$ cat src/rtl/seq_detect_ctrl_pkg.sv
// Shared definitions for the serial sequence-detector controller.
// Holds the default widths, the controller state encodings and the
// pattern-length to bit-mask helper used by the match core.
package seq_detect_ctrl_pkg;

   localparam int unsigned DefaultPatW = 8;
   localparam int unsigned DefaultCntW = 8;

   // Widest mask len_to_mask can build; PAT_W must not exceed this.
   localparam int unsigned MaxMaskW = 32;

   typedef logic [1:0] state_t;

   localparam state_t StIdle = 2'd0;
   localparam state_t StRun  = 2'd1;
   localparam state_t StDone = 2'd2;

   // Returns a mask with the low 'len' bits set.
   function automatic logic [MaxMaskW-1:0] len_to_mask(input int unsigned len);
      if (len >= MaxMaskW) begin
         return '1;
      end
      return (MaxMaskW'(1) << len) - MaxMaskW'(1);
   endfunction

endpackage

$ cat src/rtl/seq_match_core.sv
// History shift register, fill counter and masked pattern compare.
// Ports:
//   clk, reset    - clock and asynchronous active-low reset
//   clear_i       - zero history and fill (arming a new run)
//   shift_i       - a qualified bit is consumed this cycle
//   bit_in_i      - serial data bit
//   pattern_i     - pattern, bit [len-1] is the oldest bit
//   len_i         - pattern length (1..PAT_W)
//   overlap_i     - keep fill after a match when set
//   hit_o         - combinational: the bit consumed this cycle completes a match
module seq_match_core
   import seq_detect_ctrl_pkg::*;
#(
   parameter int unsigned PAT_W = DefaultPatW
) (
   input  logic                   clk,
   input  logic                   reset,
   input  logic                   clear_i,
   input  logic                   shift_i,
   input  logic                   bit_in_i,
   input  logic [PAT_W-1:0]       pattern_i,
   input  logic [$clog2(PAT_W):0] len_i,
   input  logic                   overlap_i,
   output logic                   hit_o
);

   localparam int unsigned LEN_W = $clog2(PAT_W) + 1;

   logic [PAT_W-1:0] hist_q, hist_d, hist_nxt;
   logic [LEN_W-1:0] fill_q, fill_d, fill_nxt;
   logic [PAT_W-1:0] mask;

   assign mask     = PAT_W'(len_to_mask(32'(len_i)));
   assign hist_nxt = {hist_q[PAT_W-2:0], bit_in_i};
   // Fill saturates at len so the window keeps sliding once full.
   assign fill_nxt = (fill_q < len_i) ? fill_q + LEN_W'(1) : len_i;

   assign hit_o = shift_i && (fill_nxt == len_i) &&
                  (((hist_nxt ^ pattern_i) & mask) == '0);

   always_comb begin
      hist_d = hist_q;
      fill_d = fill_q;
      if (clear_i) begin
         hist_d = '0;
         fill_d = '0;
      end else if (shift_i) begin
         hist_d = hist_nxt;
         // Non-overlapping mode needs len fresh bits after each match.
         fill_d = (hit_o && !overlap_i) ? '0 : fill_nxt;
      end
   end

   always_ff @(posedge clk or negedge reset) begin
      if (!reset) begin
         hist_q <= '0;
         fill_q <= '0;
      end else begin
         hist_q <= hist_d;
         fill_q <= fill_d;
      end
   end

endmodule

$ cat src/rtl/seq_detect_ctrl.sv
// Programmable serial sequence-detector controller.
// Accepts a pattern/length/overlap/target config in IDLE, arms on start,
// scans qualified serial bits in RUN and emits a registered one-cycle
// match pulse per detection, stopping in DONE when the target is reached.
// Ports:
//   clk, reset          - clock and asynchronous active-low reset
//   cfg_valid/cfg_ready - config handshake (ready only in IDLE)
//   cfg_pattern/len/overlap/target - configuration fields
//   cfg_err             - one-cycle pulse when an illegal length is rejected
//   start, abort        - arm detection / return to IDLE
//   bit_valid, bit_in   - qualified serial input
//   d                   - registered match pulse
//   match_count         - matches since last start (saturating)
//   busy, done          - RUN / DONE state indicators
module seq_detect_ctrl
   import seq_detect_ctrl_pkg::*;
#(
   parameter int unsigned PAT_W = DefaultPatW,
   parameter int unsigned CNT_W = DefaultCntW
) (
   input  logic                   clk,
   input  logic                   reset,
   input  logic                   cfg_valid,
   output logic                   cfg_ready,
   input  logic [PAT_W-1:0]       cfg_pattern,
   input  logic [$clog2(PAT_W):0] cfg_len,
   input  logic                   cfg_overlap,
   input  logic [CNT_W-1:0]       cfg_target,
   output logic                   cfg_err,
   input  logic                   start,
   input  logic                   abort,
   input  logic                   bit_valid,
   input  logic                   bit_in,
   output logic                   d,
   output logic [CNT_W-1:0]       match_count,
   output logic                   busy,
   output logic                   done
);

   localparam int unsigned LEN_W = $clog2(PAT_W) + 1;

   state_t           state_q, state_d;
   logic [PAT_W-1:0] pattern_q, pattern_d;
   logic [LEN_W-1:0] len_q, len_d;
   logic             overlap_q, overlap_d;
   logic [CNT_W-1:0] target_q, target_d;
   logic             loaded_q, loaded_d;
   logic [CNT_W-1:0] cnt_q, cnt_d, cnt_inc;
   logic             d_q, d_d;
   logic             err_q, err_d;
   logic             len_ok;
   logic             clear;
   logic             shift;
   logic             hit;

   assign len_ok  = (cfg_len != '0) && (cfg_len <= LEN_W'(PAT_W));
   assign cnt_inc = (&cnt_q) ? cnt_q : cnt_q + CNT_W'(1);
   // Abort suppresses the shift so a coincident match is never counted.
   assign shift   = (state_q == StRun) && bit_valid && !abort;

   seq_match_core #(
      .PAT_W (PAT_W)
   ) u_core (
      .clk       (clk),
      .reset     (reset),
      .clear_i   (clear),
      .shift_i   (shift),
      .bit_in_i  (bit_in),
      .pattern_i (pattern_q),
      .len_i     (len_q),
      .overlap_i (overlap_q),
      .hit_o     (hit)
   );

   always_comb begin
      state_d   = state_q;
      pattern_d = pattern_q;
      len_d     = len_q;
      overlap_d = overlap_q;
      target_d  = target_q;
      loaded_d  = loaded_q;
      cnt_d     = cnt_q;
      d_d       = 1'b0;
      err_d     = 1'b0;
      clear     = 1'b0;

      if (abort) begin
         state_d = StIdle;
      end else begin
         unique case (state_q)
            StIdle: begin
               // A config request takes priority over a coincident start.
               if (cfg_valid) begin
                  if (len_ok) begin
                     pattern_d = cfg_pattern;
                     len_d     = cfg_len;
                     overlap_d = cfg_overlap;
                     target_d  = cfg_target;
                     loaded_d  = 1'b1;
                  end else begin
                     err_d = 1'b1;
                  end
               end else if (start && loaded_q) begin
                  state_d = StRun;
                  cnt_d   = '0;
                  clear   = 1'b1;
               end
            end
            StRun: begin
               if (hit) begin
                  d_d   = 1'b1;
                  cnt_d = cnt_inc;
                  if ((target_q != '0) && (cnt_inc == target_q)) begin
                     state_d = StDone;
                  end
               end
            end
            StDone: begin
               if (start) begin
                  state_d = StRun;
                  cnt_d   = '0;
                  clear   = 1'b1;
               end
            end
            default: state_d = StIdle;
         endcase
      end
   end

   always_ff @(posedge clk or negedge reset) begin
      if (!reset) begin
         state_q   <= StIdle;
         pattern_q <= '0;
         len_q     <= '0;
         overlap_q <= 1'b0;
         target_q  <= '0;
         loaded_q  <= 1'b0;
         cnt_q     <= '0;
         d_q       <= 1'b0;
         err_q     <= 1'b0;
      end else begin
         state_q   <= state_d;
         pattern_q <= pattern_d;
         len_q     <= len_d;
         overlap_q <= overlap_d;
         target_q  <= target_d;
         loaded_q  <= loaded_d;
         cnt_q     <= cnt_d;
         d_q       <= d_d;
         err_q     <= err_d;
      end
   end

   assign cfg_ready   = (state_q == StIdle);
   assign busy        = (state_q == StRun);
   assign done        = (state_q == StDone);
   assign d           = d_q;
   assign match_count = cnt_q;
   assign cfg_err     = err_q;

endmodule

$ cat config.mk
export PLATFORM = sky130hd
export DESIGN_NAME = seq_detect_ctrl
export DESIGN_NICKNAME = d
export VERILOG_FILES = /design/src/rtl/seq_detect_ctrl_pkg.sv /design/src/rtl/seq_match_core.sv /design/src/rtl/seq_detect_ctrl.sv
export SDC_FILE = /design/constraint.sdc
export NUM_CORES = 1
export LEC_CHECK = 0
export CAP_MARGIN = 10
export CORE_MARGIN = 2
export CORE_UTILIZATION = 54
export DETAILED_ROUTE_END_ITERATION = 12
export PLACE_DENSITY = 0.8
export RECOVER_POWER = 25
export SKIP_LAST_GASP = 1
export SLEW_MARGIN = 40
export SYNTH_ARGS = -nofsm -noshare
export SYNTH_HDL_FRONTEND = slang
export SYNTH_SLANG_ARGS = --single-unit
$ cat constraint.sdc
create_clock -name clk -period 4 [get_ports clk]
set_clock_uncertainty 0.2 [all_clocks]
set_input_delay 0.8 -clock clk [delete_from_list [all_inputs] [get_ports clk]]
set_output_delay 0.8 -clock clk [all_outputs]
set_load 0.005 [all_outputs]
==> report_table.html, run 1 <==
<table>
<tr><th>Metric</th><th>Value</th></tr>
<tr><th colspan="2">Status</th></tr>
<tr><td>Status</td><td>complete, but fails checks</td></tr>
<tr><td>Failing checks</td><td>max-capacitance violations, max-slew violations</td></tr>
<tr><th colspan="2">Placed design</th></tr>
<tr><td>Post-DP HPWL</td><td>4470 um</td></tr>
<tr><td>Placer's final routability congestion estimate</td><td>0.843</td></tr>
<tr><td>Number of buffers added on ports</td><td>40</td></tr>
<tr><th colspan="2">Flow run</th></tr>
<tr><td>Max-cap violations</td><td>1</td></tr>
<tr><th colspan="2">Worst setup path</th></tr>
<tr><td>Worst R2R End</td><td>match_count[3]</td></tr>
<tr><td>Worst-case reg-to-reg path depth</td><td>8</td></tr>
<tr><td>Critical path type</td><td>reg -&gt; reg</td></tr>
<tr><td>Source of the critical timing path</td><td>len_q[2]</td></tr>
<tr><td>Arrival time of data at the critical path endpoint</td><td>3.10 ns</td></tr>
<tr><td>Crit. End Element</td><td>flop</td></tr>
<tr><td>Reg-to-reg slack, setup</td><td>0.90 ns</td></tr>
<tr><td>Required time worst endpoint</td><td>3.99 ns</td></tr>
<tr><td>Termination of the worst setup path</td><td>match_count[3]</td></tr>
<tr><td>Critical Path Source Type</td><td>flop</td></tr>
<tr><td>Critical register-to-register path startpoint</td><td>len_q[2]</td></tr>
<tr><td>Critical-path maximum fanout</td><td>11</td></tr>
<tr><th colspan="2">Clock network</th></tr>
<tr><td>Number of clock sinks seen by CTS</td><td>45</td></tr>
<tr><td>Worst-skew pair later-pin latency</td><td>0.31 ns</td></tr>
<tr><td>Number of cells upsized or downsized after cts</td><td>0</td></tr>
<tr><td>CTS H-tree lvls</td><td>2</td></tr>
<tr><td>Clock slew at reported path FFs</td><td>0.09 ns</td></tr>
<tr><td>CTS max path bufs</td><td>2</td></tr>
<tr><td>Setup Buffers After CTS</td><td>0</td></tr>
<tr><td>Clock buffer count from CTS</td><td>5</td></tr>
<tr><td>Hold-fix buffers, CTS</td><td>0</td></tr>
<tr><td>Buffer cell driving the clock tree root</td><td>sky130_fd_sc_hd__clkbuf_8</td></tr>
<tr><td>CTS tree</td><td>yes</td></tr>
<tr><th colspan="2">STA</th></tr>
<tr><td>Fin crit share</td><td>0.776</td></tr>
<tr><td>Maximum clock frequency</td><td>322 MHz</td></tr>
<tr><td># setup viols final</td><td>0</td></tr>
<tr><td>Setup TNS</td><td>0 ns</td></tr>
<tr><td>Minimum period implied by the final worst setup slack</td><td>3.10 ns</td></tr>
<tr><td>Transition time at the pin with the least slew margin</td><td>2.38 ns</td></tr>
<tr><td>Relative slew slack</td><td>-0.587</td></tr>
<tr><td>Final hold violations</td><td>0</td></tr>
<tr><td>RSZ-0062 raised after global routing</td><td>no</td></tr>
<tr><td>Count of pins over their slew limit</td><td>46</td></tr>
<tr><th colspan="2">Floorplan</th></tr>
<tr><td>Die Height</td><td>75.0 um</td></tr>
<tr><td>Starting utilization of the core area</td><td>0.569</td></tr>
<tr><td>Placeable core region</td><td>4790 um2</td></tr>
<tr><td>Die Area</td><td>5620 um2</td></tr>
<tr><td>Core Rows</td><td>25</td></tr>
<tr><td>Horizontal die dimension</td><td>75.0 um</td></tr>
<tr><td>Top-level port count</td><td>41</td></tr>
<tr><th colspan="2">Pwr</th></tr>
<tr><td>Switching power</td><td>449 uW</td></tr>
<tr><td>Power share of the combinational group</td><td>0.274</td></tr>
<tr><td>Post-layout total power</td><td>1.43 mW</td></tr>
<tr><td>Cell Pwr Density</td><td>435 nW/um2</td></tr>
<tr><td>Register share of total power</td><td>0.439</td></tr>
<tr><td>Internal</td><td>978 uW</td></tr>
<tr><td>Static Leakage</td><td>1.35 nW</td></tr>
<tr><td>Proportion of total power due to net switching</td><td>0.315</td></tr>
<tr><td>Worst VDD drop</td><td>0.318 mV</td></tr>
<tr><td>Clock power share</td><td>0.286</td></tr>
<tr><th colspan="2">Detailed routing</th></tr>
<tr><td>Drt first-iter violations</td><td>176</td></tr>
<tr><td>Vias</td><td>2257</td></tr>
<tr><td>Average wire per cell in the routed design</td><td>15.8 um</td></tr>
<tr><td>Antenna viol nets, final</td><td>0</td></tr>
<tr><td>Via density</td><td>5.86</td></tr>
<tr><td>Number of iterations in the first detailed-routing pass</td><td>4</td></tr>
<tr><td>DRT Wirelength</td><td>6090 um</td></tr>
<tr><td>DRC viols</td><td>0</td></tr>
<tr><th colspan="2">Logic synthesis</th></tr>
<tr><td>Cell area after technology mapping</td><td>2720 um2</td></tr>
<tr><td>Total nets after synthesis</td><td>318</td></tr>
<tr><td>Main combinational cell family by area after synthesis</td><td>simple AND/OR/NAND/NOR gates</td></tr>
<tr><td>Most frequently used flop master after synthesis</td><td>sky130_fd_sc_hd__dfrtp_1</td></tr>
<tr><td>Yosys warns</td><td>0</td></tr>
<tr><td>Synth Area in Simple Gates</td><td>0.188</td></tr>
<tr><td>Post-synthesis register bit count</td><td>45</td></tr>
<tr><td>Synthesized-area fraction occupied by xor and xnor cells</td><td>0.0772</td></tr>
<tr><td>Adder and majority gate portion of the synthesized area</td><td>0.0276</td></tr>
<tr><td>Asr flop ratio synth</td><td>1.00</td></tr>
<tr><td>Compound-gate portion of the synthesized area</td><td>0.160</td></tr>
<tr><td>Portion of netlist area occupied by mux cells</td><td>0.0947</td></tr>
<tr><td>EDFF count, synth</td><td>0</td></tr>
<tr><td>Post-Synthesis Cells</td><td>284</td></tr>
<tr><td>Unique cell type count in the Yosys netlist</td><td>53</td></tr>
<tr><td>Mean area per synthesized cell</td><td>9.58 um2</td></tr>
<tr><td>Portion of the post-synthesis area used by sequential elements</td><td>0.414</td></tr>
<tr><th colspan="2">Layout</th></tr>
<tr><td>Fraction of layout instances using a drive strength above 1</td><td>0.0629</td></tr>
<tr><td>Area added between synthesis and finish</td><td>20.4%</td></tr>
<tr><td>Number of antenna cells inserted</td><td>0</td></tr>
<tr><td>Final Net Count</td><td>351</td></tr>
<tr><th colspan="2">GRT</th></tr>
<tr><td>Global-route wire length before repair</td><td>10600 um</td></tr>
<tr><td>Antenna violations before repair</td><td>0</td></tr>
<tr><td>Largest net degree at the start of global routing</td><td>46</td></tr>
<tr><td>Vias in the first global route</td><td>2230</td></tr>
<tr><td>GRT Total Usage</td><td>0.250</td></tr>
<tr><td>Final global-route overflow total</td><td>0</td></tr>
<tr><th colspan="2">Worst hold path</th></tr>
<tr><td>Min-Delay Path Class</td><td>reg -&gt; reg</td></tr>
</table>
## cells in the mapped netlist (all sizes together) (4+ instances only)
master,instances,area (um2)
a21oi,22,114
buf,6,38.8
clkbuf,11,41.3
dfrtp,45,1130
ha,6,75.1
inv,7,26.3
mux2,22,248
nand2,36,135
nand2b,4,25.0
nand3,4,20.0
nand4,4,25.0
nor2,18,67.6
nor2b,6,37.5
nor3,8,45.0
nor3b,5,48.8
o21ai,9,45.0
o22a,7,61.3
o32ai,5,43.8
xnor2,12,105
xor2,12,105
## power by group through the flow
stage | Sequential (mW) | Clock (mW) | Combinational, mW
5_1_grt | 0.641 | 0.428 | 0.450
4_1_cts | 0.626 | 0.414 | 0.394
2_1_floorplan | 0.583 | 0 | 0.331
3_5_place_dp | 0.636 | 0 | 0.389
6_report | 0.627 | 0.409 | 0.391
3_3_place_gp | 0.631 | 0 | 0.379
## per-layer routing
metal,wire length [um],track usage
met5,0,0
met4,55,0.0714
met3,446,0.0482
met2,2750,0.374
met1,2840,0.369
## layout by cell type (no fill, tap or decap), types with 2 or more instances in the layout
master	count
sky130_fd_sc_hd__dfrtp_1	45
sky130_fd_sc_hd__clkdlybuf4s50_1	39
sky130_fd_sc_hd__nand2_1	36
sky130_fd_sc_hd__a21oi_1	21
sky130_fd_sc_hd__mux2_1	20
sky130_fd_sc_hd__nor2_1	18
sky130_fd_sc_hd__xnor2_1	12
sky130_fd_sc_hd__xor2_1	12
sky130_fd_sc_hd__nor3_1	7
sky130_fd_sc_hd__o21ai_0	7
sky130_fd_sc_hd__o22a_1	7
sky130_fd_sc_hd__nor2b_1	6
sky130_fd_sc_hd__ha_1	6
sky130_fd_sc_hd__o32ai_1	5
sky130_fd_sc_hd__clkbuf_8	5
sky130_fd_sc_hd__inv_1	4
sky130_fd_sc_hd__nand2b_1	4
sky130_fd_sc_hd__nand3_1	4
sky130_fd_sc_hd__nor3b_1	4
sky130_fd_sc_hd__nand4_1	4
sky130_fd_sc_hd__inv_2	3
sky130_fd_sc_hd__nand3b_1	3
sky130_fd_sc_hd__a32o_1	3
sky130_fd_sc_hd__nor4b_1	3
sky130_fd_sc_hd__buf_4	3
sky130_fd_sc_hd__o21ai_1	2
sky130_fd_sc_hd__nor4_1	2
sky130_fd_sc_hd__and3_1	2
sky130_fd_sc_hd__a31oi_1	2
sky130_fd_sc_hd__mux2_2	2
sky130_fd_sc_hd__o31ai_1	2
sky130_fd_sc_hd__bufinv_16	2
## worst max-delay path, cell delays in order, from the launching register on
cell and delay [ns]:
sky130_fd_sc_hd__dfrtp_1 0.51, sky130_fd_sc_hd__or4_4 0.58, sky130_fd_sc_hd__ha_1 0.29, sky130_fd_sc_hd__a21o_1 0.21, sky130_fd_sc_hd__a32o_1 0.26, sky130_fd_sc_hd__nor3_2 0.15
sky130_fd_sc_hd__a21oi_2 0.13, sky130_fd_sc_hd__or2_1 0.30, sky130_fd_sc_hd__a221o_1 0.36
## state kept, by name, summed over array words and instances (netlist names)
name           cells
match_count        8
pattern_q          8
target_q           8
u_core.hist_q      7
len_q              4
u_core.fill_q      4
state_q            2
cfg_err            1
d                  1
loaded_q           1
overlap_q          1
## worst min-delay path by stage
| stage | start | endpoint | cells past startpoint |
|---|---|---|---|
| 2_1_floorplan | loaded_q | loaded_q | 1 |
| 3_3_place_gp | loaded_q | loaded_q | 1 |
| 3_5_place_dp | loaded_q | loaded_q | 1 |
| 4_1_cts | reset | len_q[2] | 1 |
| 5_1_grt | loaded_q | loaded_q | 1 |
| 6_report | loaded_q | loaded_q | 1 |
## through the flow
step	hold WS, ns	setup slack (ns)	utilization	std cells	area, um2
after floorplan	0.226	1.04	-	284	2720
after global placement	0.277	0.841	0.657	377	3140
after detailed placement	0.289	0.806	0.657	377	3150
after CTS	0.299	0.887	0.685	385	3280
after global routing	0.332	0.716	0.684	385	3280
final	0.302	0.896	0.684	385	3280
## final cells by class
cell class / count / area [um2]
inverter: 7 / 26.3
clock inverter: 3 / 65.1
multi-input combinational: 215 / 1490
fill: 367 / 1510
timing repair buffer: 43 / 417
sequential: 45 / 1130
tap: 67 / 83.8
clock buffer: 5 / 68.8
## kinds of logic after synthesis
group,count (synthesis)
adder cells (fa/ha/maj),6
AND/OR/NAND/NOR,99
XOR/XNOR,24
buffers and inverters,24
flip-flops,45
multiplexers,23
AO/OA/AOI/OAI,63
Power figures use the tool's default switching activity.
==> inputs of run 2 (changes only) <==
Clock period 4 ns to 3.3 ns, I/O delays scaled along.
==> report_table.html, run 2 (synthesized netlist as in run 1, its figures left out) <==
<table>
<tr><th>Metric</th><th>Value</th></tr>
<tr><th colspan="2">Floorplan</th></tr>
<tr><td>Top-level port count</td><td>41</td></tr>
<tr><td>Core Rows</td><td>25</td></tr>
<tr><td>Placeable core region</td><td>4790 um2</td></tr>
<tr><td>Starting utilization of the core area</td><td>0.569</td></tr>
<tr><td>Horizontal die dimension</td><td>75.0 um</td></tr>
<tr><td>Die Height</td><td>75.0 um</td></tr>
<tr><td>Die Area</td><td>5620 um2</td></tr>
<tr><th colspan="2">Placed design</th></tr>
<tr><td>Placer's final routability congestion estimate</td><td>0.906</td></tr>
<tr><td>Number of buffers added on ports</td><td>40</td></tr>
<tr><td>Total placed cells including tap cells</td><td>385</td></tr>
<tr><td>Post-DP HPWL</td><td>4560 um</td></tr>
<tr><th colspan="2">Layout</th></tr>
<tr><td>Fraction of layout instances using a drive strength above 1</td><td>0.0859</td></tr>
<tr><td>Most used cells in the layout excluding fill and tap cells</td><td>sky130_fd_sc_hd__dfrtp_1, sky130_fd_sc_hd__clkdlybuf4s50_1, sky130_fd_sc_hd__nand2_1, sky130_fd_sc_hd__a21oi_1, sky130_fd_sc_hd__mux2_1</td></tr>
<tr><td>Area added between synthesis and finish</td><td>22.1%</td></tr>
<tr><td>Final core utilization</td><td>0.694</td></tr>
<tr><td>Final Non-Filler Cells</td><td>393</td></tr>
<tr><td>Number of antenna cells inserted</td><td>0</td></tr>
<tr><td>Final Net Count</td><td>359</td></tr>
<tr><td>Most frequent standard cell in the layout excluding fill and tap cells</td><td>sky130_fd_sc_hd__dfrtp_1</td></tr>
<tr><th colspan="2">Clock network</th></tr>
<tr><td>Number of cells upsized or downsized after cts</td><td>0</td></tr>
<tr><td>CTS tree</td><td>yes</td></tr>
<tr><td>CTS max path bufs</td><td>2</td></tr>
<tr><td>Clock buffer count from CTS</td><td>5</td></tr>
<tr><td>Buffer cell driving the clock tree root</td><td>sky130_fd_sc_hd__clkbuf_8</td></tr>
<tr><td>Worst-skew pair later-pin latency</td><td>0.30 ns</td></tr>
<tr><td>Hold-fix buffers, CTS</td><td>0</td></tr>
<tr><td>Clock slew at reported path FFs</td><td>0.09 ns</td></tr>
<tr><td>Number of clock sinks seen by CTS</td><td>45</td></tr>
<tr><td>CTS H-tree lvls</td><td>2</td></tr>
<tr><td>Setup Buffers After CTS</td><td>0</td></tr>
<tr><th colspan="2">GRT</th></tr>
<tr><td>Antenna violations before repair</td><td>0</td></tr>
<tr><td>Final global-route overflow total</td><td>0</td></tr>
<tr><td>Met3 routing resource usage after global routing</td><td>0.0469</td></tr>
<tr><td>Met2 usage in global routing</td><td>0.381</td></tr>
<tr><td>GRT Total Usage</td><td>0.250</td></tr>
<tr><td>Vias in the first global route</td><td>2269</td></tr>
<tr><td>Largest net degree at the start of global routing</td><td>46</td></tr>
<tr><td>Global-route wire length before repair</td><td>10700 um</td></tr>
<tr><td>Busiest layer in global routing</td><td>met2</td></tr>
<tr><td>Met1 demand-to-capacity share in global routing</td><td>0.355</td></tr>
<tr><th colspan="2">Worst hold path</th></tr>
<tr><td>Min-Delay Path Class</td><td>reg -&gt; reg</td></tr>
<tr><td>Cell depth of the worst hold path</td><td>1</td></tr>
<tr><th colspan="2">STA</th></tr>
<tr><td>Relative slew slack</td><td>-0.549</td></tr>
<tr><td>Count of pins over their slew limit</td><td>46</td></tr>
<tr><td>Transition time at the pin with the least slew margin</td><td>2.32 ns</td></tr>
<tr><td>Setup TNS</td><td>0 ns</td></tr>
<tr><td>Final hold violations</td><td>0</td></tr>
<tr><td>RSZ-0062 raised after global routing</td><td>no</td></tr>
<tr><td>Minimum period implied by the final worst setup slack</td><td>2.96 ns</td></tr>
<tr><td>Fin crit share</td><td>0.896</td></tr>
<tr><td>Maximum clock frequency</td><td>338 MHz</td></tr>
<tr><td># setup viols final</td><td>0</td></tr>
<tr><th colspan="2">Detailed routing</th></tr>
<tr><td>Vias</td><td>2318</td></tr>
<tr><td>Drt first-iter violations</td><td>210</td></tr>
<tr><td>DRC viols</td><td>0</td></tr>
<tr><td>DRT Wirelength</td><td>6250 um</td></tr>
<tr><td>Average wire per cell in the routed design</td><td>15.9 um</td></tr>
<tr><td>Number of iterations in the first detailed-routing pass</td><td>5</td></tr>
<tr><td>Antenna viol nets, final</td><td>0</td></tr>
<tr><td>Via density</td><td>5.90</td></tr>
<tr><th colspan="2">Status</th></tr>
<tr><td>Status</td><td>complete, but fails checks</td></tr>
<tr><td>Failing checks</td><td>max-capacitance violations, max-slew violations</td></tr>
<tr><th colspan="2">Worst setup path</th></tr>
<tr><td>Arrival time of data at the critical path endpoint</td><td>2.95 ns</td></tr>
<tr><td>Crit. End Element</td><td>flop</td></tr>
<tr><td>Required time worst endpoint</td><td>3.29 ns</td></tr>
<tr><td>Critical Path Source Type</td><td>flop</td></tr>
<tr><td>Critical-path maximum fanout</td><td>9</td></tr>
<tr><td>Critical path type</td><td>reg -&gt; reg</td></tr>
<tr><td>Worst-case reg-to-reg path depth</td><td>8</td></tr>
<tr><th colspan="2">Pwr</th></tr>
<tr><td>Post-layout total power</td><td>1.71 mW</td></tr>
<tr><td>Cell Pwr Density</td><td>515 nW/um2</td></tr>
<tr><td>Worst VDD drop</td><td>0.368 mV</td></tr>
<tr><td>Static Leakage</td><td>1.38 nW</td></tr>
<tr><th colspan="2">Flow run</th></tr>
<tr><td>Max-cap violations</td><td>1</td></tr>
</table>
## run 2: changes by cell type in the layout (fill, tap and decap cells not counted)
cell                         change
sky130_fd_sc_hd__clkinv_2        -1
sky130_fd_sc_hd__bufinv_16       -1
sky130_fd_sc_hd__clkbuf_8        +1
sky130_fd_sc_hd__clkinvlp_4      +1
sky130_fd_sc_hd__buf_4           +8
## run 2: layout make-up
cell class / instances / area (um2)
multi-input cells: 215 / 1490
fillers: 376 / 1460
flip-flops and latches: 45 / 1130
repair buffers: 51 / 477
well taps: 67 / 83.8
clock buffers: 6 / 82.6
clock inverters: 2 / 37.5
inverters: 7 / 26.3
## run 2: through the flow
step | instance area (um2) | hold slack (ns) | worst slack (ns)
after CTS | 3330 | 0.167 | 0.350
after detailed placement | 3210 | 0.259 | 0.371
after floorplan | 2720 | 0.164 | 0.337
after global placement | 3200 | 0.249 | 0.421
final | 3320 | 0.280 | 0.343
after global routing | 3320 | 0.320 | 0.195
## run 2: worst max-delay path, cell delays in order, from the launching register on
cell	delay, ns
sky130_fd_sc_hd__dfrtp_1	0.48
sky130_fd_sc_hd__or4_4	0.45
sky130_fd_sc_hd__ha_1	0.31
sky130_fd_sc_hd__a21o_1	0.21
sky130_fd_sc_hd__a32o_1	0.27
sky130_fd_sc_hd__nor3_2	0.17
sky130_fd_sc_hd__a21oi_2	0.10
sky130_fd_sc_hd__or2_1	0.29
sky130_fd_sc_hd__a221o_1	0.37
## run 2: path summary, 6_finish.rpt
kind                                  endpoint  startpoint  slack (ns)
worst min-delay path                  loaded_q    loaded_q        0.28
worst min register to register        loaded_q    loaded_q        0.28
min in group asynchronous             len_q[1]       reset        0.85
worst max register to register  match_count[3]    len_q[1]        0.34
worst max-delay path            match_count[3]    len_q[1]        0.34
max in group asynchronous              cfg_err       reset        0.74
## run 2: routing by layer
layer / vias up / share of wire
met2: 108 / 0.45
met4: 0 / 0.026
li1: 1102 / -
met1: 1089 / 0.45
met3: 19 / 0.072
met5: - / 0
## run 2: power by group
group | internal, mW | leakage [nW] | total (mW) | switching (mW)
combinational | 0.273 | 0.743 | 0.541 | 0.269
clock | 0.246 | 0.0574 | 0.443 | 0.196
sequential | 0.637 | 0.577 | 0.727 | 0.0905
total | 1.16 | 1.38 | 1.71 | 0.556
